$ cat config.mk
export PLATFORM = sky130hd
export DESIGN_NAME = mem_arbiter
export DESIGN_NICKNAME = d
export VERILOG_FILES = /design/src/rtl/otter_mem_pkg.sv /design/src/rtl/Mult2to1.sv /design/src/rtl/mem_arbiter.sv
export SDC_FILE = /design/constraint.sdc
export NUM_CORES = 1
export LEC_CHECK = 0
export BUFFER_PORTS_ARGS = -buffer_cell sky130_fd_sc_hd__buf_2
export CAP_MARGIN = 20
export CORE_ASPECT_RATIO = 2
export CORE_MARGIN = 2
export CORE_UTILIZATION = 51
export DETAILED_ROUTE_END_ITERATION = 8
export PLACE_DENSITY = 0.95
export SKIP_CTS_REPAIR_TIMING = 1
export SLEW_MARGIN = 20
export SYNTH_ARGS = -nofsm -noshare
export SYNTH_HDL_FRONTEND = slang
export SYNTH_SLANG_ARGS = --single-unit
$ cat constraint.sdc
create_clock -name CLK -period 5.29 [get_ports CLK]
set_clock_uncertainty 0.1 [all_clocks]
set_input_delay 0.7935 -clock CLK [delete_from_list [all_inputs] [get_ports CLK]]
set_output_delay 0.7935 -clock CLK [all_outputs]
set_load 0.1 [all_outputs]
$ cat src/rtl/otter_mem_pkg.sv
// Shared types for the OTTER memory arbiter.
// Holds FSM states, owner encoding, default line size and a line-align helper.
package otter_mem_pkg;

   typedef enum logic [1:0] {
      IDLE  = 2'd0,
      BURST = 2'd1,
      DONE  = 2'd2
   } arb_state_t;

   typedef enum logic {
      OWN_I = 1'b0,
      OWN_D = 1'b1
   } owner_t;

   localparam int DEF_WORDS_PER_LINE = 4;

   // Clear the low offw bits of an address (byte offset within the line).
   function automatic logic [31:0] line_base(
      input logic [31:0] a,
      input int          offw
   );
      logic [31:0] mask;
      mask = ~((32'd1 << offw) - 32'd1);
      return a & mask;
   endfunction

endpackage

$ cat src/rtl/Mult2to1.sv
// Generic 32-bit two-input multiplexer.
// Ports: In1 (Sel=0), In2 (Sel=1), Sel, Out.
module Mult2to1 (
   input  logic [31:0] In1,
   input  logic [31:0] In2,
   input  logic        Sel,
   output logic [31:0] Out
);

   assign Out = Sel ? In2 : In1;

endmodule

$ cat src/rtl/mem_arbiter.sv
// Round-robin I/D cache line-burst arbiter in front of a single memory port.
// Ports: CLK/RST, I_* and D_* requesters, MEM_* beat port, SEL/BEAT/RDATA_VALID/done pulses.
module mem_arbiter
   import otter_mem_pkg::*;
#(
   parameter int WORDS_PER_LINE = DEF_WORDS_PER_LINE
) (
   input  logic                              CLK,
   input  logic                              RST,
   input  logic                              I_REQ,
   input  logic [31:0]                       I_ADDR,
   input  logic                              D_REQ,
   input  logic                              D_WE,
   input  logic [31:0]                       D_ADDR,
   input  logic [31:0]                       D_WDATA,
   input  logic                              MEM_READY,
   input  logic [31:0]                       MEM_RDATA,
   output logic                              MEM_VALID,
   output logic                              MEM_WE,
   output logic [31:0]                       MEM_ADDR,
   output logic [31:0]                       MEM_WDATA,
   output logic                              SEL,
   output logic [$clog2(WORDS_PER_LINE)-1:0] BEAT,
   output logic                              RDATA_VALID,
   output logic                              I_DONE,
   output logic                              D_DONE
);

   localparam int BW   = $clog2(WORDS_PER_LINE);
   localparam int OFFW = $clog2(WORDS_PER_LINE * 4);
   localparam logic [BW-1:0] LAST = BW'(WORDS_PER_LINE - 1);

   arb_state_t    state_q, state_d;
   owner_t        sel_q, sel_d;
   owner_t        last_q, last_d;
   owner_t        gnt;
   logic          we_q, we_d;
   logic [31:0]   base_q, base_d;
   logic [31:0]   addr_q, addr_d;
   logic [BW-1:0] beat_q, beat_d;
   logic          valid_q, valid_d;
   logic          idone_q, idone_d;
   logic          ddone_q, ddone_d;

   // Read data is consumed by the caches directly; line offsets are masked off.
   logic unused_bits;
   assign unused_bits = ^{MEM_RDATA, I_ADDR[OFFW-1:0], D_ADDR[OFFW-1:0]};

   always_comb begin
      state_d = state_q;
      sel_d   = sel_q;
      last_d  = last_q;
      we_d    = we_q;
      base_d  = base_q;
      addr_d  = addr_q;
      beat_d  = beat_q;
      valid_d = valid_q;
      idone_d = 1'b0;
      ddone_d = 1'b0;
      gnt     = OWN_I;
      unique case (state_q)
         IDLE: begin
            if (I_REQ || D_REQ) begin
               // On a tie, the side that did not win last time goes first.
               if (I_REQ && D_REQ)
                  gnt = (last_q == OWN_I) ? OWN_D : OWN_I;
               else
                  gnt = D_REQ ? OWN_D : OWN_I;
               sel_d   = gnt;
               we_d    = (gnt == OWN_D) && D_WE;
               base_d  = (gnt == OWN_D) ? line_base(D_ADDR, OFFW)
                                        : line_base(I_ADDR, OFFW);
               addr_d  = base_d;
               beat_d  = '0;
               valid_d = 1'b1;
               state_d = BURST;
            end
         end
         BURST: begin
            if (MEM_READY) begin
               if (beat_q == LAST) begin
                  beat_d  = '0;
                  addr_d  = base_q;
                  valid_d = 1'b0;
                  idone_d = (sel_q == OWN_I);
                  ddone_d = (sel_q == OWN_D);
                  state_d = DONE;
               end else begin
                  beat_d = beat_q + BW'(1);
                  addr_d = addr_q + 32'd4;
               end
            end
         end
         DONE: begin
            last_d  = sel_q;
            state_d = IDLE;
         end
         default: state_d = IDLE;
      endcase
   end

   always_ff @(posedge CLK or negedge RST) begin
      if (!RST) begin
         state_q <= IDLE;
         sel_q   <= OWN_I;
         last_q  <= OWN_I;
         we_q    <= 1'b0;
         base_q  <= '0;
         addr_q  <= '0;
         beat_q  <= '0;
         valid_q <= 1'b0;
         idone_q <= 1'b0;
         ddone_q <= 1'b0;
      end else begin
         state_q <= state_d;
         sel_q   <= sel_d;
         last_q  <= last_d;
         we_q    <= we_d;
         base_q  <= base_d;
         addr_q  <= addr_d;
         beat_q  <= beat_d;
         valid_q <= valid_d;
         idone_q <= idone_d;
         ddone_q <= ddone_d;
      end
   end

   Mult2to1 u_wdata_mux (
      .In1 (32'd0),
      .In2 (D_WDATA),
      .Sel (sel_q),
      .Out (MEM_WDATA)
   );

   assign MEM_VALID   = valid_q;
   assign MEM_WE      = we_q;
   assign MEM_ADDR    = addr_q;
   assign SEL         = sel_q;
   assign BEAT        = beat_q;
   assign I_DONE      = idone_q;
   assign D_DONE      = ddone_q;
   assign RDATA_VALID = (state_q == BURST) && MEM_READY && !we_q;

endmodule

==> results.py <==
metrics = {
    "status": {
        "status": "completed",
    },
    "yosys": {
        "synth-main-ff-cell": "dfrtp_1",
        "synth_cells": 497,
        "synth_area_mm2": 0.00429,
        "ys_warn_count": 0,
        "synthTopCellsByArea": "dfrtp_1 40%, mux2i_1 7.2%, nand2_1 5.4%, o21ai_0 5.0%, and2_1 4.8%",
        "yosysSeqAreaShare": 0.397,
        "synth-seq-cells": 68,
        "synth_top_area_frac": 0.397,
        "synth_edf_count": 0,
        "synthDistinctLibCells": 64,
        "syn_avg_cell_area_um2": 8.63,
        "synth_top_cell_by_area": "dfrtp_1",
        "async_flop_share": 1.00,
    },
    "pwr": {
        "switchingPower_mw": 2.59,
        "power_density_mw_per_mm2": 795,
        "seq_power_share": 0.238,
        "p_comb_frac": 0.623,
        "peakVddDrop_v": 0.000455,
        "p_total_mw": 4.30,
        "clkPwrFrac": 0.139,
        "p_sw_frac": 0.603,
        "p_int_mw": 1.71,
        "power_leakage_nw": 2.66,
    },
    "flow_run": {
        "drv_cap": 0,
    },
    "floorplanning": {
        "die_h_um": 134,
        "die_x_um": 68.8,
        "num_rows": 47,
        "io_pins": 206,
        "core_mm2": 0.00823,
        "die_area_mm2": 0.00920,
        "start_util": 0.521,
    },
    "timing": {
        "worstMarginPinSlew_ns": 0.947,
        "rsz0062_at_grt": "no",
        "slew_headroom": 0.367,
        "hold_ws_ns": 0.291,
        "hold_viol": 0,
        "maxSlewViolCount": 0,
        "period_minus_slack_ns": 2.91,
        "finalSetupViolCount": 0,
        "fmax_mhz": 343,
        "period_share": 0.551,
        "setup-tns-final_ns": 0,
        "fin_ws_ns": 2.38,
    },
    "cts": {
        "cts-root-buf": "clkbuf_16",
        "cts.sinks": 68,
        "numCtsBuffers": 9,
        "htreeDepth": 3,
        "clk_latency_ns": 0.34,
        "cts_tree": "built",
        "cts_buffer_depth": 2,
        "clk_pin_slew_ns": 0.05,
    },
    "finish": {
        "n_antenna_cell": 0,
        "area_growth_syn_to_layout_pct": 26.3,
        "num-nets-final": 776,
        "layout_common_cells": "163 x buf_2, 68 x dfrtp_1, 62 x nand2_1",
        "drive_gt1_frac": 0.314,
        "finish.utilization": 0.658,
        "final_common_cell": "buf_2",
    },
    "global_routing": {
        "grt_pass1_vias": 4552,
        "track_usage": 0.311,
        "grt_pass1_wl_um": 21300,
        "antenna_found_initial": 0,
        "grt_max_degree": 51,
        "grt_overflow": 0,
    },
    "worst_setup_path": {
        "r2r_slack_ns": 2.53,
        "worstRegToRegCells": 7,
        "worstPathRequired_ns": 4.40,
        "cp.arrival_ns": 2.02,
        "crit_type": "reg2out",
        "r2r_end": "MEM_ADDR[19]",
        "crit_path_start_kind": "flop",
        "r2r-start": "BEAT[0]",
        "cp-end-kind": "primary output",
        "path_max_fanout": 45,
    },
    "routing": {
        "drtAntennaViolNets": 0,
        "via_per_inst": 6.19,
        "drc": 0,
        "vias": 4590,
        "routed_wl_um": 13800,
        "wl_per_cell_um": 18.6,
        "initialDrtViolationCount": 531,
        "dr.pass1.iters": 5,
    },
    "placed_design": {
        "place_ws_ns": 2.21,
        "dpl.hpwl_um": 9690,
        "port_buffers": 163,
        "routabilityCongestion": 0.897,
    },
    "worst_hold_path": {
        "hold_path.class": "in2async",
    },
}
## per-stage QoR
| stage | std cells | area (um^2) |
|---|---|---|
| 3_3_place_gp | 727 | 5120 |
| 6_report | 741 | 5410 |
| 3_5_place_dp | 727 | 5120 |
| 4_1_cts | 741 | 5410 |
| 2_1_floorplan | 498 | 4290 |
| 5_1_grt | 741 | 5410 |
## final cells by class
cell class	instances	area, um^2
Clock buffer	12	256
Clock inverter	2	35.0
Fill cell	694	2820
Inverter	5	18.8
Multi-Input combinational cell	385	2400
Sequential cell	68	1700
Tap cell	98	123
Timing Repair Buffer	171	876
## worst max-delay path by stage
stage	startpoint	to	slack, ns	cells after the start
6_report	state_q[1]	RDATA_VALID	2.38	4
3_5_place_dp	I_REQ	MEM_ADDR[10]	2.21	7
3_3_place_gp	D_REQ	MEM_ADDR[25]	2.33	7
4_1_cts	state_q[1]	RDATA_VALID	2.39	4
2_1_floorplan	state_q[1]	RDATA_VALID	1.04	6
5_1_grt	state_q[1]	RDATA_VALID	2.25	4
## layer usage
layer / GRT usage / routed length [um]
met2: 0.522 / 7270
met1: 0.324 / 4430
met4: 0.230 / 970
met3: 0.0625 / 1110
met5: 0 / 0
## state kept, by name, summed over array words and instances (netlist names)
signal,flops
state_q,2
last_q,1
base_q,28
D_DONE,1
SEL,1
BEAT,2
I_DONE,1
MEM_ADDR,30
MEM_VALID,1
MEM_WE,1
## Yosys cell counts, drive strengths merged, types with 4 or more instances
cell type,n
dfrtp,68
nand2,62
o21ai,53
a21oi,34
and2,33
mux2i,31
nor2,28
buf,21
clkbuf,19
nand3,16
nor3,12
and3,11
a221o,10
nand4,10
a21o,8
nor4,8
a211oi,5
a31oi,5
mux2,5
xor2,5
inv,4
or3,4
## cells by family (layout without fill, tap and decap cells)
group | count (synthesis) | after routing | share of synthesized area
other cells | 1 | 2 | 0.000875
mux | 36 | 36 | 0.0855
buf+inv | 45 | 190 | 0.0464
flops | 68 | 68 | 0.397
simple gates | 196 | 196 | 0.239
xor+xnor | 7 | 7 | 0.0143
compound gates | 142 | 142 | 0.211
fa+ha+maj | 2 | 2 | 0.00584
## worst max-delay path, stage by stage (launching register included)
cell	delay (ns)
dfrtp_1	0.49
nand2b_1	0.20
buf_4	0.28
nor3b_1	0.25
buf_2	0.46
## power by group through the flow
stage	clock network (mW)	registers, mW	logic [mW]
after floorplan	0	1.76	1.40
after global placement	0	0.996	2.58
after detailed placement	0	1.02	2.65
after CTS	0.601	1.01	2.66
after global routing	0.621	1.05	2.83
final	0.600	1.02	2.68
(Power assumes the default switching activity.)
